## config.mk

```make
export PLATFORM = sky130hd
export DESIGN_NAME = ibex_multdiv_ctrl
export DESIGN_NICKNAME = d
export VERILOG_FILES = /design/src/rtl/ibex_multdiv_ctrl.sv
export SDC_FILE = /design/constraint.sdc
export NUM_CORES = 1
export LEC_CHECK = 0
export BUFFER_PORTS_ARGS = -buffer_cell sky130_fd_sc_hd__buf_4
export CAP_MARGIN = 20
export CORE_AREA = 2 2 138 140
export DETAILED_ROUTE_END_ITERATION = 7
export DIE_AREA = 0 0 140 142
export GPL_TIMING_DRIVEN = 0
export PLACE_DENSITY = 0.66
export SYNTH_ARGS = -nofsm -noshare
export SYNTH_HDL_FRONTEND = slang
export SYNTH_SLANG_ARGS = --single-unit
```

## constraint.sdc

```tcl
create_clock -name clk_i -period 2 [get_ports clk_i]
set_input_delay 0.2 -clock clk_i [delete_from_list [all_inputs] [get_ports clk_i]]
set_output_delay 0.2 -clock clk_i [all_outputs]
set_load 0.03 [all_outputs]
```

## src/rtl/ibex_multdiv_ctrl.sv

```systemverilog
// Sequencing controller for the multi-cycle multiply/divide path of the EX block.
// Define IBEX_MULTDIV_DIT_EN to pad every completed operation to LAT_MAX+1 cycles.
module ibex_multdiv_ctrl #(
   parameter int unsigned LAT_MAX = 37,
   parameter int unsigned TIMEOUT = 63
) (
   input  logic        clk_i,
   input  logic        rst_ni,
   input  logic        req_valid_i,
   output logic        req_ready_o,
   input  logic [1:0]  req_op_i,
   input  logic [1:0]  req_signed_i,
   input  logic [31:0] req_a_i,
   input  logic [31:0] req_b_i,
   input  logic        kill_i,
   output logic        mult_en_o,
   output logic        div_en_o,
   output logic        mult_sel_o,
   output logic        div_sel_o,
   output logic [1:0]  multdiv_operator_o,
   output logic [1:0]  signed_mode_o,
   output logic [31:0] op_a_o,
   output logic [31:0] op_b_o,
   output logic        multdiv_ready_id_o,
   output logic        data_ind_timing_o,
   input  logic        ex_valid_i,
   input  logic [31:0] result_ex_i,
   input  logic [1:0]  imd_val_we_i,
   input  logic [67:0] imd_val_d_i,
   output logic [67:0] imd_val_q_o,
   output logic        rsp_valid_o,
   input  logic        rsp_ready_i,
   output logic [31:0] rsp_result_o,
   output logic        rsp_err_o,
   output logic        busy_o
);

`ifdef IBEX_MULTDIV_DIT_EN
   localparam bit DitEn = 1'b1;
`else
   localparam bit DitEn = 1'b0;
`endif

   localparam logic [5:0] LatMax     = 6'(LAT_MAX);
   localparam logic [5:0] TimeoutCnt = 6'(TIMEOUT);
   localparam logic [5:0] CntSat     = 6'h3F;

   typedef enum logic [1:0] {
      IDLE = 2'd0,
      EXEC = 2'd1,
      PAD  = 2'd2,
      RESP = 2'd3
   } state_e;

   state_e      state_q, state_d;
   logic [5:0]  cnt_q, cnt_d;
   logic [1:0]  op_q, op_d;
   logic [1:0]  sgn_q, sgn_d;
   logic [31:0] a_q, a_d;
   logic [31:0] b_q, b_d;
   logic [31:0] result_q, result_d;
   logic        err_q, err_d;
   logic [67:0] imd_q;
   logic        in_exec;
   logic        is_div;

   // cnt_q equals the number of cycles elapsed since the accept cycle.
   // NOTE: every always_comb output is defaulted first so no path can infer a latch.
   always_comb begin
      state_d  = state_q;
      cnt_d    = cnt_q;
      op_d     = op_q;
      sgn_d    = sgn_q;
      a_d      = a_q;
      b_d      = b_q;
      result_d = result_q;
      err_d    = err_q;

      if (state_q != IDLE && cnt_q != CntSat) begin
         cnt_d = cnt_q + 6'd1;
      end

      unique case (state_q)
         IDLE: begin
            if (req_valid_i) begin
               op_d    = req_op_i;
               sgn_d   = req_signed_i;
               a_d     = req_a_i;
               b_d     = req_b_i;
               cnt_d   = 6'd1;
               state_d = EXEC;
            end
         end
         EXEC: begin
            if (kill_i) begin
               state_d = IDLE;
            end else if (ex_valid_i) begin
               result_d = result_ex_i;
               err_d    = 1'b0;
               state_d  = (DitEn && (cnt_q < LatMax)) ? PAD : RESP;
            end else if (cnt_q >= TimeoutCnt) begin
               result_d = '0;
               err_d    = 1'b1;
               state_d  = RESP;
            end
         end
         PAD: begin
            if (kill_i) begin
               state_d = IDLE;
            end else if (cnt_q >= LatMax) begin
               state_d = RESP;
            end
         end
         RESP: begin
            if (kill_i || rsp_ready_i) begin
               state_d = IDLE;
            end
         end
         default: state_d = IDLE;
      endcase
   end

   // NOTE: sequential state uses <= so every register samples pre-edge values.
   always_ff @(posedge clk_i or negedge rst_ni) begin
      if (!rst_ni) begin
         state_q  <= IDLE;
         cnt_q    <= '0;
         op_q     <= '0;
         sgn_q    <= '0;
         a_q      <= '0;
         b_q      <= '0;
         result_q <= '0;
         err_q    <= 1'b0;
      end else begin
         state_q  <= state_d;
         cnt_q    <= cnt_d;
         op_q     <= op_d;
         sgn_q    <= sgn_d;
         a_q      <= a_d;
         b_q      <= b_d;
         result_q <= result_d;
         err_q    <= err_d;
      end
   end

   // NOTE: the intermediates are individual flops, not a memory, so they take the reset too.
   always_ff @(posedge clk_i or negedge rst_ni) begin
      if (!rst_ni) begin
         imd_q <= '0;
      end else begin
         for (int i = 0; i < 2; i++) begin
            if (imd_val_we_i[i]) begin
               imd_q[34*i +: 34] <= imd_val_d_i[34*i +: 34];
            end
         end
      end
   end

   assign in_exec = (state_q == EXEC);
   assign is_div  = op_q[1];

   // Kill drops the enables in the same cycle; the selects follow the state only.
   assign mult_en_o          = in_exec & ~is_div & ~kill_i;
   assign div_en_o           = in_exec &  is_div & ~kill_i;
   assign mult_sel_o         = in_exec & ~is_div;
   assign div_sel_o          = in_exec &  is_div;
   assign multdiv_ready_id_o = in_exec;
   assign multdiv_operator_o = op_q;
   assign signed_mode_o      = sgn_q;
   assign op_a_o             = a_q;
   assign op_b_o             = b_q;
   assign data_ind_timing_o  = DitEn;
   assign imd_val_q_o        = imd_q;
   assign req_ready_o        = (state_q == IDLE);
   assign busy_o             = (state_q != IDLE);
   assign rsp_valid_o        = (state_q == RESP) & ~kill_i;
   assign rsp_result_o       = result_q;
   assign rsp_err_o          = err_q;

endmodule

```

==> results.yml <==
outcome:
  outcome: "complete, but fails checks"
  violated_checks: "design-rule violations"
drt:
  vias_per_cell: 4.751
  drtIter0Drc: 231
  antenna_violating_nets_post_route: 0
  detail_route.wl_per_cell_um: 17.40
  detail_route.first_pass.iterations: 8
  route.detailed.drc: 50
  detail_route.wirelength_um: 21110
  num_vias: 5763
worst_setup_path:
  worstPathRequired_ns: 1.80
  timing.critical_path.slowest_stage_cell: "dfrtp_1"
  worst-setup-path-type: "flip-flop to output pin"
  endpoint_kind: "output pin"
  critPathBufInv: 2
  worstPathMaxFanout: 5
  worstPathArrival_ns: 1.69
  cpPeakStageDelay_ns: 0.40
  critical_path.startpoint_type: "flip-flop"
  cell_family_with_most_cp_delay: "flip-flops"
  path_cells: "inv_1 -> ha_2 -> nor2b_2 -> and2_1 -> buf_4"
placed_design:
  place.gp.congestion: 0.7899
  place_area_um2: 9808
  port-buffer-count: 350
  dp_hpwl_um: 14620
timing:
  rsz_0062_raised_after_global_routing: "no"
  hold_viol: 0
  skew_ns: 0.007583
  maxClockFrequency_mhz: 528.6
  min_period_ns: 1.892
  max-slew-margin-rel: 0.6010
  tightest_slew_ns: 0.5986
  max_slew_violation_count: 0
  min_period_over_period: 0.9458
  setup-violations-final: 0
final_layout:
  fin_nets: 1148
  post_route_cells_drive_above_1_share: 0.5573
  area_growth_syn_to_layout_pct: 75.34
  fin_area_um2: 12010
floorplan:
  initial_core_util: 0.3712
  fp.dieH_um: 142
  floorplan_core_area_um2: 18460
  die_width_um: 140
  core.rowCount: 50
  floorplan.die_area_um2: 19880
  design.portCount: 354
global_routing:
  grt_first_pass_wirelength_um: 32440
  largest_net_degree_at_the_start_of_global_routing: 103
  grt_remaining_overflow: 0
  grt_antenna_before_repair: 0
  globalRouteTotalUtil: 0.2083
  grt_pass1_vias: 6238
run:
  maxCapViolCount: 0
cts:
  tritoncts: "built"
  clock_tree.root_cell: "clkbuf_16"
  clk_latency_ns: 0.43
  clock_path_buffers: 2
  cts.htree.levels: 4
  path_clk_slew_ns: 0.07
  clkSinkCount: 177
  cts_bufs_inserted: 17
power:
  power_leakage_nw: 5.709
  sum_of_internal_switching_and_leakage_power_mw: 16.45
  power.density_cell_area_nw_per_um2: 1370
  peakVddDrop_mv: 1.118
logic_synthesis:
  ys_warnings: 0
  synthesis.instances: 434
  average_cell_area_after_synthesis_um2: 15.78
  ys_seq_elements: 177
  yosys.cell_types.count: 32
  synth.largest_area_cell: "dfrtp_1"
  synth.top_cells.by_area: "dfrtp_1 (65%), mux2_2 (21%), a22o_1 (4.1%), ha_1 (1.3%), buf_6 (1.2%)"
  synth_fp_nets: 617
  synth_area_um2: 6850
  synth_largest_type_area_fraction: 0.6466
  ys_seq_area_frac: 0.6466
worst_hold_path:
  hp-class: "input pin to flip-flop"
[worst reg2reg max path, stage by stage, from the launching register on]
cell and delay (ns):
dfrtp_1 0.40, inv_1 0.12, ha_2 0.28, inv_2 0.11
nor2_4 0.27, buf_6 0.21, mux2_2 0.36
[metal layers]
layer  vias up  GRT usage  routed length (um)
met4         0    0.07868                 482
met3        39    0.07369                1860
met1      2843     0.2267                7782
met5         -          0                   0
li1       2614          -                   -
met2       267     0.3752               10990
[area by class of cell]
| class | count | area, um^2 |
|---|---|---|
| Antenna cell | 1 | 2.502 |
| Clock buffer | 18 | 439.2 |
| Multi-Input combinational cell | 225 | 2236 |
| Sequential cell | 177 | 4429 |
| Clock inverter | 14 | 145.1 |
| Tap cell | 234 | 292.8 |
| Fill cell | 1306 | 6444 |
| Timing Repair Buffer | 512 | 4274 |
| Inverter | 9 | 33.78 |
| Buffer | 23 | 158.9 |
[cell families (layout without fill, tap and decap cells)]
family	Yosys count	after routing	share of synthesized area
AOI/OAI and AO/OA	51	51	0.06082
buffers and inverters	32	576	0.02813
other	1	2	0.0005474
and+or+nand+nor	27	27	0.02320
adders and majority gates	7	7	0.01278
muxes	139	139	0.2279
DFF	177	177	0.6466
[synth_stat cells]
cell / number
and2_1: 3
a21oi_2: 1
buf_2: 13
nand4_1: 1
nor2_4: 2
mux2i_1: 3
a211oi_1: 1
a22o_1: 32
nand3_2: 1
buf_4: 1
o21ai_0: 5
nand2_1: 3
a31oi_1: 2
inv_1: 7
buf_6: 7
nand3_1: 1
nor3b_1: 1
nor2_1: 5
conb_1: 1
nor2b_1: 4
nor3_1: 3
mux2_2: 129
ha_1: 7
dfrtp_1: 177
o21ai_2: 2
mux2_1: 7
o21a_1: 1
a21oi_1: 6
clkbuf_1: 2
inv_2: 2
a2111oi_4: 1
nand2b_1: 3
[path summary, 6_finish.rpt]
path                                      start         endpoint  slack, ns  cells after the start
min in group asynchronous                rst_ni        op_a_o[6]       0.32                      2
max in group asynchronous                rst_ni  imd_val_q_o[36]       0.80                      3
worst min register to register       op_a_o[28]       op_a_o[28]       0.49                      1
worst max register to register       state_q[1]        op_a_o[6]       0.13                      6
worst max-delay path                 state_q[1]         div_en_o       0.11                      5
worst min-delay path            imd_val_d_i[18]  imd_val_q_o[18]       0.02                      2
[cells in the final DEF, fill, tap and decap left out, drive strengths merged, types with 2 or more instances in the layout]
cell type / synthesis / routed
a31oi: 2 / 2
a22o: 32 / 32
mux2: 136 / 136
nand3: 2 / 2
inv: 9 / 18
nand2b: 3 / 3
dlygate4sd3: 0 / 161
clkbuf: 2 / 20
nand2: 3 / 3
nor3: 3 / 3
o21ai: 7 / 7
ha: 7 / 7
clkinv: 0 / 2
dfrtp: 177 / 177
buf: 21 / 372
nor2b: 4 / 4
mux2i: 3 / 3
clkinvlp: 0 / 2
nor2: 7 / 7
a21oi: 7 / 7
and2: 3 / 3
[where the power goes]
group          switching [mW]  internal (mW)  leakage [nW]  total (mW)
Combinational            4.28           3.29          3.32        7.57
Clock                    1.51           1.80         0.284        3.31
Sequential              0.762           4.81          2.11        5.57
[flip-flops by register name (all words and copies together) (netlist names)]
| signal | count |
|---|---|
| cnt_q | 6 |
| rsp_err_o | 1 |
| op_a_o | 32 |
| op_b_o | 32 |
| imd_val_q_o | 68 |
| state_q | 2 |
| multdiv_operator_o | 2 |
| signed_mode_o | 2 |
| rsp_result_o | 32 |
[stage by stage]
| step | setup WS (ns) | TNS (ns) | util | instances | hold WS (ns) |
|---|---|---|---|---|---|
| global route | 0.01428 | 0 | 0.6507 | 1212 | 0.005682 |
| floorplan | 0.1529 | 0 | - | 434 | -0.09559 |
| CTS | 0.03038 | 0 | 0.6489 | 1209 | 0.0003612 |
| global placement | -0.2344 | -39.22 | 0.5296 | 1018 | 0.4180 |
| detailed placement | 0.1196 | 0 | 0.5315 | 1019 | 0.1972 |
| finish | 0.1083 | 0 | 0.6508 | 1213 | 0.02359 |
[what timing repair did]
action / in CTS / in global routing
resized for setup: 1 / 1
pin swaps: 0 / 1
setup endpoints to repair: 1 / 2
hold buffers: 158 / 3
hold endpoints to repair: 232 / 3
gates cloned: 0 / 0
setup buffers: 0 / 0
(Power assumes the default switching activity.)
